File: src/rtl/hash_request_sequencer.sv
// Request FIFO plus one-at-a-time table-read sequencer feeding the hash-table controller.
// Per-table bucket hashes are taken from the FIFO head and held until the request executes.
module hash_request_sequencer #(
  parameter int KEY_WIDTH           = 8,
  parameter int DATA_WIDTH          = 32,
  parameter int NUMBER_OF_TABLES    = 3,
  parameter int HASH_TABLE_MAX_SIZE = 2,
  parameter int FIFO_DEPTH          = 4,
  parameter int READ_LATENCY        = 1
) (
  input  logic                                          clk,
  input  logic                                          reset,
  input  logic                                          req_valid_i,
  output logic                                          req_ready_o,
  input  logic [1:0]                                    req_op_i,
  input  logic [KEY_WIDTH-1:0]                          req_key_i,
  input  logic [DATA_WIDTH-1:0]                         req_data_i,
  output logic                                          tbl_rd_en_o,
  output logic [HASH_TABLE_MAX_SIZE*NUMBER_OF_TABLES-1:0] tbl_rd_adr_o,
  output logic                                          ctrl_clk_en_o,
  output logic [1:0]                                    ctrl_op_o,
  output logic [KEY_WIDTH-1:0]                          ctrl_key_o,
  output logic [DATA_WIDTH-1:0]                         ctrl_data_o,
  output logic [HASH_TABLE_MAX_SIZE*NUMBER_OF_TABLES-1:0] ctrl_hash_adr_o,
  output logic                                          busy_o,
  output logic [15:0]                                   ops_done_o
);

  // state  | meaning
  // IDLE   | nothing in flight; pop head when FIFO non-empty (NOPs dropped)
  // ISSUE  | table read strobe, latency timer loaded
  // WAIT   | table read in progress, READ_LATENCY cycles
  // EXEC   | controller clock-enable pulse; may pop the next request

  localparam int HW      = HASH_TABLE_MAX_SIZE;
  localparam int ADR_W   = HW * NUMBER_OF_TABLES;
  localparam int PTR_W   = $clog2(FIFO_DEPTH);
  localparam int CNT_W   = PTR_W + 1;
  localparam int ENTRY_W = 2 + KEY_WIDTH + DATA_WIDTH;
  localparam int CHUNKS  = (KEY_WIDTH + HW - 1) / HW;
  localparam int PAD_W   = CHUNKS * HW;
  localparam int LAT_W   = $clog2(READ_LATENCY + 1);

  typedef enum logic [1:0] {S_IDLE, S_ISSUE, S_WAIT, S_EXEC} state_t;

  function automatic logic [HW-1:0] bucket_hash(input logic [KEY_WIDTH-1:0] key, input int tbl);
    logic [KEY_WIDTH-1:0] rot;
    logic [PAD_W-1:0]     padded;
    logic [HW-1:0]        acc;
    int                   sh;
    sh     = tbl % KEY_WIDTH;
    rot    = (key << sh) | (key >> (KEY_WIDTH - sh));
    padded = '0;
    padded[KEY_WIDTH-1:0] = rot;
    acc    = '0;
    for (int c = 0; c < CHUNKS; c++) acc = acc ^ padded[c*HW +: HW];
    return acc;
  endfunction

  state_t state, state_n;

  logic [ENTRY_W-1:0]    mem [FIFO_DEPTH];
  logic [PTR_W-1:0]      wr_ptr, rd_ptr;
  logic [CNT_W-1:0]      count;
  logic                  empty, full, push, pop, load;
  logic [ENTRY_W-1:0]    head;
  logic [1:0]            head_op;
  logic [KEY_WIDTH-1:0]  head_key;
  logic [DATA_WIDTH-1:0] head_data;
  logic [ADR_W-1:0]      head_hash;

  logic [1:0]            hold_op;
  logic [KEY_WIDTH-1:0]  hold_key;
  logic [DATA_WIDTH-1:0] hold_data;
  logic [ADR_W-1:0]      hold_hash;
  logic [LAT_W-1:0]      lat_cnt;
  logic                  lat_load;

  assign empty       = (count == '0);
  assign full        = (count == CNT_W'(FIFO_DEPTH));
  assign req_ready_o = !full;
  assign push        = req_valid_i && !full;

  assign head      = mem[rd_ptr];
  assign head_op   = head[ENTRY_W-1 -: 2];
  assign head_key  = head[DATA_WIDTH +: KEY_WIDTH];
  assign head_data = head[DATA_WIDTH-1:0];

  always_comb begin
    head_hash = '0;
    for (int t = 0; t < NUMBER_OF_TABLES; t++) head_hash[t*HW +: HW] = bucket_hash(head_key, t);
  end

  always_ff @(posedge clk) begin
    if (push) mem[wr_ptr] <= {req_op_i, req_key_i, req_data_i};
  end

  always_ff @(posedge clk) begin
    if (reset) begin
      wr_ptr <= '0;
      rd_ptr <= '0;
      count  <= '0;
    end else begin
      if (push) wr_ptr <= wr_ptr + 1'b1;
      if (pop)  rd_ptr <= rd_ptr + 1'b1;
      case ({push, pop})
        2'b10:   count <= count + 1'b1;
        2'b01:   count <= count - 1'b1;
        default: count <= count;
      endcase
    end
  end

  always_comb begin
    state_n  = state;
    pop      = 1'b0;
    load     = 1'b0;
    lat_load = 1'b0;
    case (state)
      S_IDLE: begin
        if (!empty) begin
          pop = 1'b1;
          if (head_op != 2'b00) begin
            load    = 1'b1;
            state_n = S_ISSUE;
          end
        end
      end
      S_ISSUE: begin
        lat_load = 1'b1;
        state_n  = S_WAIT;
      end
      S_WAIT: begin
        if (lat_cnt == '0) state_n = S_EXEC;
      end
      S_EXEC: begin
        state_n = S_IDLE;
        if (!empty) begin
          pop = 1'b1;
          if (head_op != 2'b00) begin
            load    = 1'b1;
            state_n = S_ISSUE;
          end
        end
      end
      default: state_n = S_IDLE;
    endcase
  end

  always_ff @(posedge clk) begin
    if (reset) begin
      state      <= S_IDLE;
      lat_cnt    <= '0;
      hold_op    <= '0;
      hold_key   <= '0;
      hold_data  <= '0;
      hold_hash  <= '0;
      ops_done_o <= '0;
    end else begin
      state <= state_n;
      if (lat_load)
        lat_cnt <= LAT_W'(READ_LATENCY - 1);
      else if (state == S_WAIT && lat_cnt != '0)
        lat_cnt <= lat_cnt - 1'b1;
      if (load) begin
        hold_op   <= head_op;
        hold_key  <= head_key;
        hold_data <= head_data;
        hold_hash <= head_hash;
      end
      if (state == S_EXEC && ops_done_o != 16'hFFFF) ops_done_o <= ops_done_o + 1'b1;
    end
  end

  assign tbl_rd_en_o     = (state == S_ISSUE);
  assign ctrl_clk_en_o   = (state == S_EXEC);
  assign ctrl_op_o       = (state == S_EXEC) ? hold_op : 2'b00;
  assign tbl_rd_adr_o    = hold_hash;
  assign ctrl_hash_adr_o = hold_hash;
  assign ctrl_key_o      = hold_key;
  assign ctrl_data_o     = hold_data;
  assign busy_o          = (state != S_IDLE) || !empty;

endmodule

File: config.mk
export PLATFORM = sky130hd
export DESIGN_NAME = hash_request_sequencer
export DESIGN_NICKNAME = d
export VERILOG_FILES = /design/src/rtl/hash_request_sequencer.sv
export SDC_FILE = /design/constraint.sdc
export NUM_CORES = 1
export LEC_CHECK = 0
export ABC_AREA = 1
export CAP_MARGIN = 10
export CORE_MARGIN = 3
export CORE_UTILIZATION = 55
export CTS_BUF_LIST = sky130_fd_sc_hd__clkbuf_8
export DETAILED_ROUTE_END_ITERATION = 8
export DONT_BUFFER_PORTS = 1
export GPL_TIMING_DRIVEN = 1
export PLACE_DENSITY = 0.76
export REMOVE_ABC_BUFFERS = 1
export SYNTH_ARGS = -nofsm -noshare
export SYNTH_HDL_FRONTEND = slang
export SYNTH_SLANG_ARGS = --single-unit
export TNS_END_PERCENT = 1
File: constraint.sdc
create_clock -name clk -period 5 [get_ports clk]
set_clock_uncertainty 0.15 [all_clocks]
set_input_delay 1 -clock clk [delete_from_list [all_inputs] [get_ports clk]]
set_output_delay 1 -clock clk [all_outputs]
set_load 0.01 [all_outputs]
# --- Word-level counts from Yosys, hierarchy flattened ---
# Memory sizes are Yosys's and may differ from the RTL's. A register that Yosys moved wholly into a read port is not among the register bits.
# Index checks and enable logic that the tools add are counted.
# Widths: inputs -> output; s select.
op_classes:
  n_addsub: 6
  n_eq_ne: 10
  n_mux: 18
  n_bitwise: 11
  n_reduce_logical: 14
op_table:
  columns: ["operator", "count"]
  rows:
  - ["$xor 2x2->2", 9]
  - ["$add 16x1->16 const B", 1]
  - ["$ne 16x16->1 const B", 1]
  - ["$mux 2", 6]
  - ["$mux 1", 10]
  - ["$or 8x1->8", 1]
  - ["$or 8x2->8", 1]
  - ["$pmux 2 s4", 1]
  - ["$eq 2x2->1 const B", 3]
  - ["$ne 2x2->1 const B", 3]
  - ["$pmux 3 s2", 1]
  - ["$reduce_bool 2->1", 3]
  - ["$add 2x1->2 const B", 2]
  - ["$eq 2x1->1 const B", 2]
  - ["$reduce_or 2->1", 2]
  - ["$add 3x1->3 const B", 1]
  - ["$eq 3x3->1 const B", 1]
  - ["$logic_and 1x1->1", 3]
  - ["$logic_not 3->1", 1]
  - ["$reduce_and 3->1", 1]
  - ["$sub 3x1->3 const B", 1]
  - ["$logic_not 1->1", 2]
  - ["$logic_not 2->1", 1]
  - ["$logic_or 1x1->1", 1]
  - ["$sub 1x1->1 const B", 1]
word_totals:
  regBits: 74
  ramBits: 168
  output_inout_bits: 74
  word_cells: 70
  memories: 1
memory_table:
  columns: ["name", "depth", "word_bits", "read_ports", "rd_ports_with_merged_regs", "write_ports", "line", "source"]
  rows:
  - ["mem", 4, 42, 1, 1, 1, "62", "logic [ENTRY_W-1:0] mem [FIFO_DEPTH];"]

# --- Depth between registers and ports, before layout ---
depth:
  ltp_word: 5
  mapped_depth: 12
  ltp_nobuf: 12

# --- Least setup slack after synthesis ---
# Ideal clock, no wire load.
synth_timing:
  path_kind: "input to register"
  from: "in req_valid_i"
  to: "mem mem[0][0] in the netlist's numbering, enable pin"
  t_arrival_ns: 2.944
  path_slack_ns: 1.464
  stages: 2
  n_path_buf: 0
  cell_sequence: "nand2_1 > nor2_1"
synth_via:
  elab_chain_len: 3
synth_rtl:
  columns: ["element", "line", "source"]
  rows:
  - ["start: declaration", "13", "input logic req_valid_i,"]
  - ["$logic_and 1x1->1", "82", "assign push = req_valid_i && !full;"]
  - ["$mux 1", "95", "if (push) mem[wr_ptr] <= {req_op_i, req_key_i, req_data_i};"]
  - ["$mux 1 (implied by the code)", "95", null]
  - ["end: declaration", "62", null]
# Every way passes these cells.

==> qor.yml <==
syn_area_mm2: 0.009610
vdd_drop_max_v: 0.0004007
switching_share: 0.3463
fin_nets: 940
layout_setup_ws_ns: 1.533
num_antenna_cells: 0
dp_slack_ns: 1.558
cts_buffers: 38
max_freq_ghz: 0.2884
synth_area_per_cell_um2: 10.77
path_buf_inv: 2
rows: 47
grt_pass1_vias: 6046
drt_iter0_drc: 418
cp_slowest_cell: "clkinv_2"
cap_violations: 0
drtAntennaViolNets: 0
yosysUniqueCellTypes: 29
cp.required_ns: 5.28
antenna_found_initial: 0
cts_resized: 0
crit_path_end_kind: "flip-flop"
hold_path.class: "flip-flop to flip-flop"
num_vias: 6190
synthArstFlopShare: 0
grt_max_degree: 86
use_met2: 0.3258
combPwrFrac: 0.248
internal-power_mw: 3.758
status: "complete, no violations"
clkLatencyLatePin_ns: 0.52
crit_chain: "buf_4, clkinv_2, nand3_1, nand3_1, nand2_4, o21ai_0, a31oi_1"
drt-wirelength-per-cell_um: 16.61
fin_crit_sh: 0.6935
syn_to_final_growth_pct: 8.046
clock_sinks: 242
clockBufferDepth: 3
cts.clk_slew.worst_paths_ns: 0.06
use_met1: 0.2216
placed_area_mm2: 0.009641
pwr-share-clk: 0.275
drt-total-wl_mm: 18.82
dieArea_mm2: 0.01910
io_buffers: 0
drt_pass1_iterations: 5
fin_cells: 1133
max-slew-margin-rel: 0.3425
fp.dieH_um: 138.2
met3_usage: 0.07010
drc: 0
dp_cells: 1064
grt_pass1_wl_mm: 29.81
syn_inst: 892
p_sw_mw: 1.991
hold_buffers: 0
cp.arrival_ns: 3.74
finalHoldViolCount: 0
worst_path_most_repeated_cell: "nand3_1"
post-dp-hpwl_mm: 11.27
synth-seq-area-share: 0.6791
period_minus_slack_ns: 3.467
worst_pin_slew_ns: 0.9848
cp-start-kind: "flip-flop"
p_leak_nw: 3.779
cp_slowest_stage_delay_ns: 0.77
synth-seq-cells: 242
cts-root-buf: "clkbuf_8"
cts_tree: "built"
pwr-share-seq: 0.476
ys.flop_type: "edfxtp_1"
rsz0062_at_grt: "no"
yosysWarnings: 0
busiest_layer: "met2"
drv_slew: 0
critPathMaxFanout: 83
final_area_mm2: 0.01038
grt-ovfl-total: 0
drive_above_1_share: 0.08872
crit_type: "flip-flop to flip-flop"
synth_edf_count: 168
io-pin-count: 119
tns_ns: 0
crit_family: "buffers and inverters"
vias_per_cell: 5.463
cts_max_level: 2
p_per_area_mw_per_mm2: 553.7
fp.dieW_um: 138.2
p_total_mw: 5.749
grt_usage: 0.1918
gp_congestion: 0.8733
setup_viol: 0
initial_core_util: 0.5714
core_area_mm2: 0.01682
post_cts_buffers: 0
==> per-stage QoR <==
stage,hold WS (ns),util
after floorplan,0.2740,-
after global placement,0.2825,0.5732
after detailed placement,0.2894,0.5732
after CTS,0.3028,0.6174
after global routing,0.3398,0.6174
final,0.2998,0.6174
==> worst reg2reg max path, stage by stage, from the launching register on <==
cell and delay, ns:
dfxtp_2 0.31, buf_4 0.47, clkinv_2 0.78, nand3_1 0.35
nand3_1 0.19, nand2_4 0.67, o21ai_0 0.22, a31oi_1 0.24
==> cell families after synthesis <==
kind of cell	after synthesis	share of synthesized area
simple gates	356	0.1499
flops	242	0.6791
compound gates	188	0.1031
buf+inv	91	0.04921
fa+ha+maj	11	0.01510
xor+xnor	4	0.003646
==> cell usage after synthesis (all sizes together), types with 3 or more instances <==
| cell | number | area [µm²] |
|---|---|---|
| a31oi | 32 | 200.2 |
| o21ai | 118 | 590.6 |
| ha | 10 | 125.1 |
| clkbuf | 16 | 60.06 |
| nand4 | 3 | 18.77 |
| inv | 36 | 135.1 |
| nor3 | 7 | 40.04 |
| edfxtp | 168 | 5045 |
| dfxtp | 74 | 1481 |
| a21oi | 34 | 170.2 |
| buf | 38 | 272.8 |
| xor2 | 3 | 26.28 |
| nand2 | 145 | 551.8 |
| o21bai | 3 | 22.52 |
| nor2 | 157 | 589.3 |
| nand3 | 44 | 240.2 |
==> flip-flops by register name (all words and copies together), names as in the netlist, named ones only <==
| signal | count |
|---|---|
| mem | 168 |
| ctrl_data_o | 32 |
| ops_done_o | 16 |
| ctrl_key_o | 8 |
| ctrl_hash_adr_o | 4 |
| count | 3 |
| hold_op | 2 |
| rd_ptr | 2 |
| state | 2 |
| wr_ptr | 2 |
| lat_cnt | 1 |
==> layer usage <==
metal | part of all wire | vias up
li1 | - | 3068
met2 | 0.49 | 212
met1 | 0.39 | 2876
met5 | 0 | -
met3 | 0.099 | 34
met4 | 0.020 | 0
==> power by group through the flow <==
stage | logic (mW) | registers [mW] | clock network [mW]
global route | 1.64 | 2.78 | 1.70
finish | 1.43 | 2.74 | 1.58
CTS | 1.44 | 2.74 | 1.62
floorplan | 1.07 | 2.73 | 0
detailed placement | 1.43 | 2.78 | 0
global placement | 1.39 | 2.78 | 0
==> layout by cell type, fill, tap and decap left out, types with 2 or more instances in the layout <==
| cell | instances |
|---|---|
| a31oi_1 | 32 |
| inv_1 | 44 |
| ha_1 | 10 |
| buf_4 | 6 |
| nor2_4 | 4 |
| a21oi_1 | 34 |
| nor2_1 | 153 |
| edfxtp_1 | 168 |
| clkinv_2 | 7 |
| nand2_1 | 141 |
| clkbuf_8 | 45 |
| o21bai_1 | 3 |
| o21ai_1 | 32 |
| o21ai_0 | 86 |
| dfxtp_1 | 72 |
| nor3_1 | 6 |
| nand3_1 | 40 |
| nand4_1 | 3 |
| nand3_2 | 4 |
| inv_2 | 7 |
| xor2_1 | 3 |
| nand2_2 | 3 |
| clkinv_1 | 2 |
==> area by class of cell <==
class,instances,area [µm²]
clock inverters,24,123.9
inverters,37,140.1
well taps,220,275.3
clock buffers,45,619.3
multi-input cells,559,2649
flip-flops and latches,242,6531
fillers,1317,6435
repair buffers,6,45.04
==> final timing paths <==
| kind | startpoint | end | slack (ns) | cells past startpoint |
|---|---|---|---|---|
| max reg2reg | flip-flop | ctrl_data_o[28] | 1.53 | 7 |
| min | lat_cnt | lat_cnt | 0.30 | 2 |
| max | flip-flop | ctrl_data_o[28] | 1.53 | 7 |
| min reg2reg | lat_cnt | lat_cnt | 0.30 | 2 |
Note: power is estimated with default switching activity, not from simulation.
